<file path="config.mk">
export PLATFORM = sky130hd
export DESIGN_NAME = prach_uplane_arbiter
export DESIGN_NICKNAME = d
export VERILOG_FILES = /design/src/rtl/prach_pkg.sv /design/src/rtl/prach_rr_pick.sv /design/src/rtl/prach_uplane_arbiter.sv
export SDC_FILE = /design/constraint.sdc
export NUM_CORES = 1
export LEC_CHECK = 0
export ABC_AREA = 1
export BUFFER_PORTS_ARGS = -buffer_cell sky130_fd_sc_hd__buf_2
export CORE_AREA = 8 8 493 495
export DETAILED_ROUTE_END_ITERATION = 6
export DIE_AREA = 0 0 501 503
export GPL_TIMING_DRIVEN = 0
export PLACE_DENSITY = 0.3
export SLEW_MARGIN = 40
export SYNTH_ARGS = -nofsm -noshare
export SYNTH_HDL_FRONTEND = slang
export SYNTH_HIERARCHICAL = 1
export SYNTH_SLANG_ARGS = --single-unit
export TNS_END_PERCENT = 100
</file>
<file path="constraint.sdc">
create_clock -name clk_eth_xran -period 5.9 [get_ports clk_eth_xran]
set_input_delay 0.885 -clock clk_eth_xran [delete_from_list [all_inputs] [get_ports clk_eth_xran]]
set_output_delay 0.885 -clock clk_eth_xran [all_outputs]
set_load 0.1 [all_outputs]
</file>
<file path="src/rtl/prach_pkg.sv">
// Shared types and constants for the PRACH U-plane datapath.
package prach_pkg;

  localparam int unsigned DATA_W = 128;
  localparam int unsigned HDR_W  = 120;

  // Low byte of ecpriSeqid: E-bit set, subsequence number 0.
  localparam logic [7:0] ECPRI_SEQ_LSB = 8'h80;

  // ORAN U-plane sideband carried alongside each packet (first field is MSB).
  typedef struct packed {
    logic [15:0] size;
    logic [15:0] pc_id;
    logic [15:0] seq_id;
    logic        dataDirection;
    logic [2:0]  payloadVersion;
    logic [3:0]  filterIndex;
    logic [7:0]  frameId;
    logic [3:0]  subframeId;
    logic [5:0]  slotID;
    logic [5:0]  symbolid;
    logic [11:0] sectionId;
    logic        rb;
    logic        symInc;
    logic [9:0]  startPrb;
    logic [7:0]  numPrb;
    logic [7:0]  udCompHdr;
  } prach_uplane_hdr_t;

  typedef enum logic [0:0] {
    IDLE = 1'b0,
    BUSY = 1'b1
  } arb_state_e;

endpackage

</file>
<file path="src/rtl/prach_rr_pick.sv">
// Combinational round-robin picker: first requester after ptr, wrapping modulo N.
module prach_rr_pick #(
  parameter int unsigned N  = 4,
  parameter int unsigned IW = 3
) (
  input  logic [N-1:0]  req,
  input  logic [IW-1:0] ptr,
  output logic          gnt_valid,
  output logic [IW-1:0] gnt_idx
);

  // Scan farthest-to-nearest so the nearest requester after ptr is the last write.
  always_comb begin
    gnt_valid = 1'b0;
    gnt_idx   = '0;
    for (int unsigned k = N; k >= 1; k--) begin
      int unsigned idx;
      idx = (int'(ptr) + k) % N;
      if (req[idx]) begin
        gnt_valid = 1'b1;
        gnt_idx   = IW'(idx);
      end
    end
  end

endmodule

</file>
<file path="src/rtl/prach_uplane_arbiter.sv">
// Packet-level round-robin merge of N_SRC PRACH framer streams onto one U-plane TX port.
module prach_uplane_arbiter
  import prach_pkg::*;
#(
  parameter int unsigned N_SRC    = 4,
  parameter logic [7:0]  SEQ_INIT = 8'd0
) (
  input  logic                    clk_eth_xran,
  input  logic                    rst_eth_xran_n,
  input  logic [N_SRC*DATA_W-1:0] avst_sink_data,
  input  logic [N_SRC-1:0]        avst_sink_valid,
  input  logic [N_SRC-1:0]        avst_sink_startofpacket,
  input  logic [N_SRC-1:0]        avst_sink_endofpacket,
  output logic [N_SRC-1:0]        avst_sink_ready,
  input  logic [N_SRC*HDR_W-1:0]  sink_hdr,
  output logic [DATA_W-1:0]       avst_source_u_data,
  output logic                    avst_source_u_valid,
  output logic                    avst_source_u_startofpacket,
  output logic                    avst_source_u_endofpacket,
  input  logic                    avst_source_u_ready,
  output logic [15:0]             tx_u_size,
  output logic [15:0]             tx_u_pc_id,
  output logic [15:0]             tx_u_seq_id,
  output logic                    tx_u_dataDirection,
  output logic [2:0]              tx_u_payloadVersion,
  output logic [3:0]              tx_u_filterIndex,
  output logic [7:0]              tx_u_frameId,
  output logic [3:0]              tx_u_subframeId,
  output logic [5:0]              tx_u_slotID,
  output logic [5:0]              tx_u_symbolid,
  output logic [11:0]             tx_u_sectionId,
  output logic                    tx_u_rb,
  output logic                    tx_u_symInc,
  output logic [9:0]              tx_u_startPrb,
  output logic [7:0]              tx_u_numPrb,
  output logic [7:0]              tx_u_udCompHdr,
  output logic [2:0]              grant_id,
  output logic                    proto_err
);

  localparam int unsigned IW = 3;

  arb_state_e        state_q, state_d;
  logic [IW-1:0]     rr_ptr;
  logic [7:0]        seq_cnt [N_SRC];
  prach_uplane_hdr_t hdr_q, win_hdr, new_hdr;
  logic [7:0]        win_seq;
  logic [N_SRC-1:0]  cand;
  logic [N_SRC-1:0]  stray;
  logic              pick_valid;
  logic [IW-1:0]     pick_idx;
  logic              grant_en, drop_seen, eop_xfer;
  logic [DATA_W-1:0] own_data;
  logic              own_valid, own_sop, own_eop;

  assign cand  = avst_sink_valid & avst_sink_startofpacket;
  assign stray = avst_sink_valid & ~avst_sink_startofpacket;

  prach_rr_pick #(.N(N_SRC), .IW(IW)) u_pick (
    .req       (cand),
    .ptr       (rr_ptr),
    .gnt_valid (pick_valid),
    .gnt_idx   (pick_idx)
  );

  // Select the current owner's stream and the IDLE winner's header/sequence number.
  always_comb begin
    own_data  = '0;
    own_valid = 1'b0;
    own_sop   = 1'b0;
    own_eop   = 1'b0;
    win_hdr   = '0;
    win_seq   = '0;
    for (int unsigned i = 0; i < N_SRC; i++) begin
      if (grant_id == IW'(i)) begin
        own_data  = avst_sink_data[i*DATA_W +: DATA_W];
        own_valid = avst_sink_valid[i];
        own_sop   = avst_sink_startofpacket[i];
        own_eop   = avst_sink_endofpacket[i];
      end
      if (pick_idx == IW'(i)) begin
        win_hdr = sink_hdr[i*HDR_W +: HDR_W];
        win_seq = seq_cnt[i];
      end
    end
    // Upstream seq_id is replaced by the arbiter-owned counter.
    new_hdr        = win_hdr;
    new_hdr.seq_id = {win_seq, ECPRI_SEQ_LSB};
  end

  // State register.
  always_ff @(posedge clk_eth_xran) begin
    if (!rst_eth_xran_n) state_q <= IDLE;
    else                 state_q <= state_d;
  end

  // Next state, pass-through muxing and handshake steering.
  always_comb begin
    state_d                     = state_q;
    avst_sink_ready             = '0;
    avst_source_u_data          = '0;
    avst_source_u_valid         = 1'b0;
    avst_source_u_startofpacket = 1'b0;
    avst_source_u_endofpacket   = 1'b0;
    grant_en                    = 1'b0;
    drop_seen                   = 1'b0;
    eop_xfer                    = 1'b0;
    unique case (state_q)
      IDLE: begin
        if (pick_valid) begin
          grant_en = 1'b1;
          state_d  = BUSY;
        end else begin
          // Orphan mid-packet beats are flushed so they cannot block arbitration.
          avst_sink_ready = stray;
          drop_seen       = |stray;
        end
      end
      BUSY: begin
        avst_source_u_data          = own_data;
        avst_source_u_valid         = own_valid;
        avst_source_u_startofpacket = own_sop;
        avst_source_u_endofpacket   = own_eop;
        for (int unsigned i = 0; i < N_SRC; i++) begin
          if (grant_id == IW'(i)) avst_sink_ready[i] = avst_source_u_ready;
        end
        if (own_valid && avst_source_u_ready && own_eop) begin
          eop_xfer = 1'b1;
          state_d  = IDLE;
        end
      end
      default: state_d = IDLE;
    endcase
  end

  // Grant bookkeeping, sideband latch, sequence counters and sticky error.
  always_ff @(posedge clk_eth_xran) begin
    if (!rst_eth_xran_n) begin
      grant_id  <= '0;
      rr_ptr    <= IW'(N_SRC - 1);
      hdr_q     <= '0;
      proto_err <= 1'b0;
      for (int unsigned i = 0; i < N_SRC; i++) seq_cnt[i] <= SEQ_INIT;
    end else begin
      if (grant_en) begin
        grant_id <= pick_idx;
        rr_ptr   <= pick_idx;
        hdr_q    <= new_hdr;
      end
      if (drop_seen) proto_err <= 1'b1;
      if (eop_xfer) begin
        for (int unsigned i = 0; i < N_SRC; i++) begin
          if (grant_id == IW'(i)) seq_cnt[i] <= seq_cnt[i] + 8'd1;
        end
      end
    end
  end

  assign tx_u_size           = hdr_q.size;
  assign tx_u_pc_id          = hdr_q.pc_id;
  assign tx_u_seq_id         = hdr_q.seq_id;
  assign tx_u_dataDirection  = hdr_q.dataDirection;
  assign tx_u_payloadVersion = hdr_q.payloadVersion;
  assign tx_u_filterIndex    = hdr_q.filterIndex;
  assign tx_u_frameId        = hdr_q.frameId;
  assign tx_u_subframeId     = hdr_q.subframeId;
  assign tx_u_slotID         = hdr_q.slotID;
  assign tx_u_symbolid       = hdr_q.symbolid;
  assign tx_u_sectionId      = hdr_q.sectionId;
  assign tx_u_rb             = hdr_q.rb;
  assign tx_u_symInc         = hdr_q.symInc;
  assign tx_u_startPrb       = hdr_q.startPrb;
  assign tx_u_numPrb         = hdr_q.numPrb;
  assign tx_u_udCompHdr      = hdr_q.udCompHdr;

endmodule

</file>
==> out/results.tsv <==
stage	metric	value	unit
outcome	status	complete, no violations	
place	final HPWL from detailed placement	153000	µm
cts	CTS Buf Count	17	
sta	Slew Limit Headroom	0.394	
synth	Synth Register Bits	152	
global_routing	initial antenna violation count	79	
synth	YS warnings	6	
run	number of max-cap violations	0	
die	Boundary Pins	1266	
die	die area	0.252	mm²
die	Die W	501	µm
final_layout	most frequent cells in the layout	buf_2, nand2_1, nand3_1	
place	gpl congestion	0.941	
critical_path	critical path class	reg2out	
global_routing	global-route wire length before repair	219000	µm
sta	FMAX	187	MHz
synth	Cell Area, Synth	0.0122	mm²
drt	vias per inst	3.31	
critical_path	cell family with most CP delay	buffers and inverters	
drt	Remaining DRCs	0	
final_layout	multi-input logic area	0.00781	mm²
drt	routed length per placed instance	27.6	µm
critical_path	most used cell, CP	buf_2	
cts	clock sink total	152	
cts	CTS root buf	clkbuf_16	
final_layout	commonest non-fill, non-tap cell in the layout	buf_2	
critical_path	CP arrival	4470	ps
sta	min cycle time layout	5360	ps
drt	DRT iter0 DRCs	1322	
place	IO Port Bufs	1193	
pwr	PwrDens	625	mW/mm²
sta	RSZ-0062 raised after global routing	no	
final_layout	fin nets	4118	
final_layout	Sequential Area	0.00336	mm²
final_layout	Cell Count, Final, Fillers Out	6295	
synth	post-synth cell types	39	
cts	Post-CTS Setup Bufs	0	
cts	Post-CTS Hold Buffers	0	
hold_path	Hold Crit Class	reg2reg	
sta	Final WS setup	543	ps
die	starting density of the core	0.0521	
critical_path	Worst Setup End Kind	output port	
drt	final WL	174000	µm
place	placed insts	6238	
global_routing	largest net degree at the start of global routing	17	
pwr	Worst VDD drop	0.326	mV
synth	share of the yosys chip area belonging to registers	0.275	
synth	Syn Inst Count	1876	
cts	post-cts resize count	0	
critical_path	CP Max Fanout	10	
sta	Slew Viols, Final	0	
die	core area	0.235	mm²
global_routing	number of global-route vias before repair	22000	
global_routing	GRT Resource Usage Total	0.130	
sta	Fin. Hold Viols	0	
critical_path	Worst path max stage delay	790	ps
die	Row Count	178	
drt	via count	20900	
cts	Clock Pin Slew Worst Setup and Hold Paths	90	ps
final_layout	Layout area overhead	89.4	%
critical_path	Worst Path Required	5020	ps
sta	Clock Skew	23.2	ps
cts	CTS tree	built	
final_layout	FILL cells	28000	
die	die height	503	µm
place	dpl ws	821	ps
sta	Slew @ Worst Pin	910	ps
pwr	Pleak	9.81	nW
cts	CTS H-tree depth	4	
critical_path	CP max stage cell	a31oi_1	
critical_path	crit-path cells	inv_2 > nand3_2 > buf_2 > buf_2 > o221ai_1 > a31oi_1 > buf_2	
synth	Syn Area/Cell	6.51	µm²
critical_path	worst path bufs/invs	4	
cts	Longest Clk Path Bufs	2	
cts	worst skew pair latency	520	ps
sta	Final Setup Violations	0	
global_routing	Congestion Overflow GR	0	
final_layout	share of post-route cells with drive strength above 1	0.439	
drt	DRT Pass-1 Iters	6	
drt	antenna viol nets, final	0	
critical_path	Worst Setup Start Kind	register	
sta	Final Cycle Share	0.908	
==> report_power, final <==
| group | internal (mW) | total [mW] | switching [mW] |
|---|---|---|---|
| registers | 1.39 | 1.60 | 0.207 |
| clock network | 0.600 | 1.25 | 0.650 |
| logic | 1.87 | 11.6 | 9.75 |
| total | 3.86 | 14.5 | 10.6 |
==> metrics by stage <==
stage / TNS [ps] / instance area, µm² / utilization / power [mW] / hold WS (ps)
after floorplan: 0 / 12200 / - / 8.92 / 451
after global placement: -90.1 / 22200 / 0.0944 / 13.5 / 455
after detailed placement: 0 / 22500 / 0.0959 / 13.6 / 462
after CTS: 0 / 23100 / 0.0984 / 14.9 / 482
after global routing: 0 / 23100 / 0.0985 / 15.3 / 513
final: 0 / 23100 / 0.0987 / 14.5 / 479
==> logic make-up after synthesis <==
logic type,count (synthesis),share of synthesized area
buffers and inverters,261,0.0892
xor gates and xnor gates,24,0.0172
and+or+nand+nor,829,0.293
adders and majority gates,4,0.00410
DFF,152,0.275
AOI/OAI and AO/OA,604,0.320
other,2,0.000615
==> path summary, 6_finish.rpt <==
check             slack (ps)                endpoint            from  depth (start not counted)
setup reg to reg        1960       tx_u_udCompHdr[6]       rr_ptr[0]                         13
setup / recovery         540  avst_source_u_data[74]     grant_id[2]                          7
hold reg to reg          480          tx_u_seq_id[7]  tx_u_seq_id[7]                          2
hold / removal           480          tx_u_seq_id[7]  tx_u_seq_id[7]                          2
==> state kept, by name, indices dropped and copies added (netlist names), 2 cells and up <==
name and cells:
grant_id 3, tx_u_udCompHdr 8, tx_u_numPrb 8, tx_u_slotID 6, tx_u_symbolid 6, tx_u_pc_id 16
tx_u_frameId 8, tx_u_seq_id 9, tx_u_filterIndex 4, seq_cnt 32, tx_u_subframeId 4, tx_u_sectionId 12
rr_ptr 2, tx_u_startPrb 10, tx_u_size 16, tx_u_payloadVersion 3
==> area by class of cell <==
class / count / area share
Tap cell: 3150 / 0.170
Sequential cell: 152 / 0.145
Buffer: 203 / 0.0399
Clock inverter: 15 / 0.00671
Timing Repair Buffer: 1206 / 0.270
Multi-Input combinational cell: 1469 / 0.337
Inverter: 58 / 0.00968
Clock buffer: 17 / 0.0184
Antenna cell: 25 / 0.00270
==> metal layers <==
metal,vias up,routed length (µm),GRT usage
li1,9370,-,-
met1,10100,65600,0.140
met2,1147,87500,0.237
met3,206,15200,0.0452
met4,40,5050,0.0378
met5,-,247,0
==> cell usage after synthesis (all sizes together) <==
| cell type | instances | area, µm² |
|---|---|---|
| xnor2 | 5 | 43.8 |
| clkinv | 1 | 3.75 |
| o211ai | 5 | 37.5 |
| buf | 76 | 390 |
| a31oi | 179 | 1120 |
| o22ai | 5 | 31.3 |
| o21ai | 128 | 644 |
| nor3b | 1 | 7.51 |
| nand2 | 514 | 1950 |
| and2 | 1 | 8.76 |
| nand3 | 246 | 1240 |
| conb | 2 | 7.51 |
| dfxtp | 120 | 2400 |
| inv | 57 | 219 |
| ha | 4 | 50.1 |
| clkbuf | 127 | 477 |
| xor2 | 19 | 166 |
| a21boi | 1 | 7.51 |
| edfxtp | 32 | 961 |
| o221ai | 112 | 981 |
| nor2 | 57 | 256 |
| a41oi | 58 | 508 |
| nand4 | 5 | 91.3 |
| a21oi | 114 | 571 |
| a22oi | 2 | 15.0 |
| nor3 | 4 | 20.0 |
| nand3b | 1 | 7.51 |
==> tightest hold or removal path, stage by stage, from the launching register on <==
cell and delay (ps):
dfxtp_1 340, nor2_1 50, nor2_1 70
No activity file was read; power rests on OpenSTA's default activity.
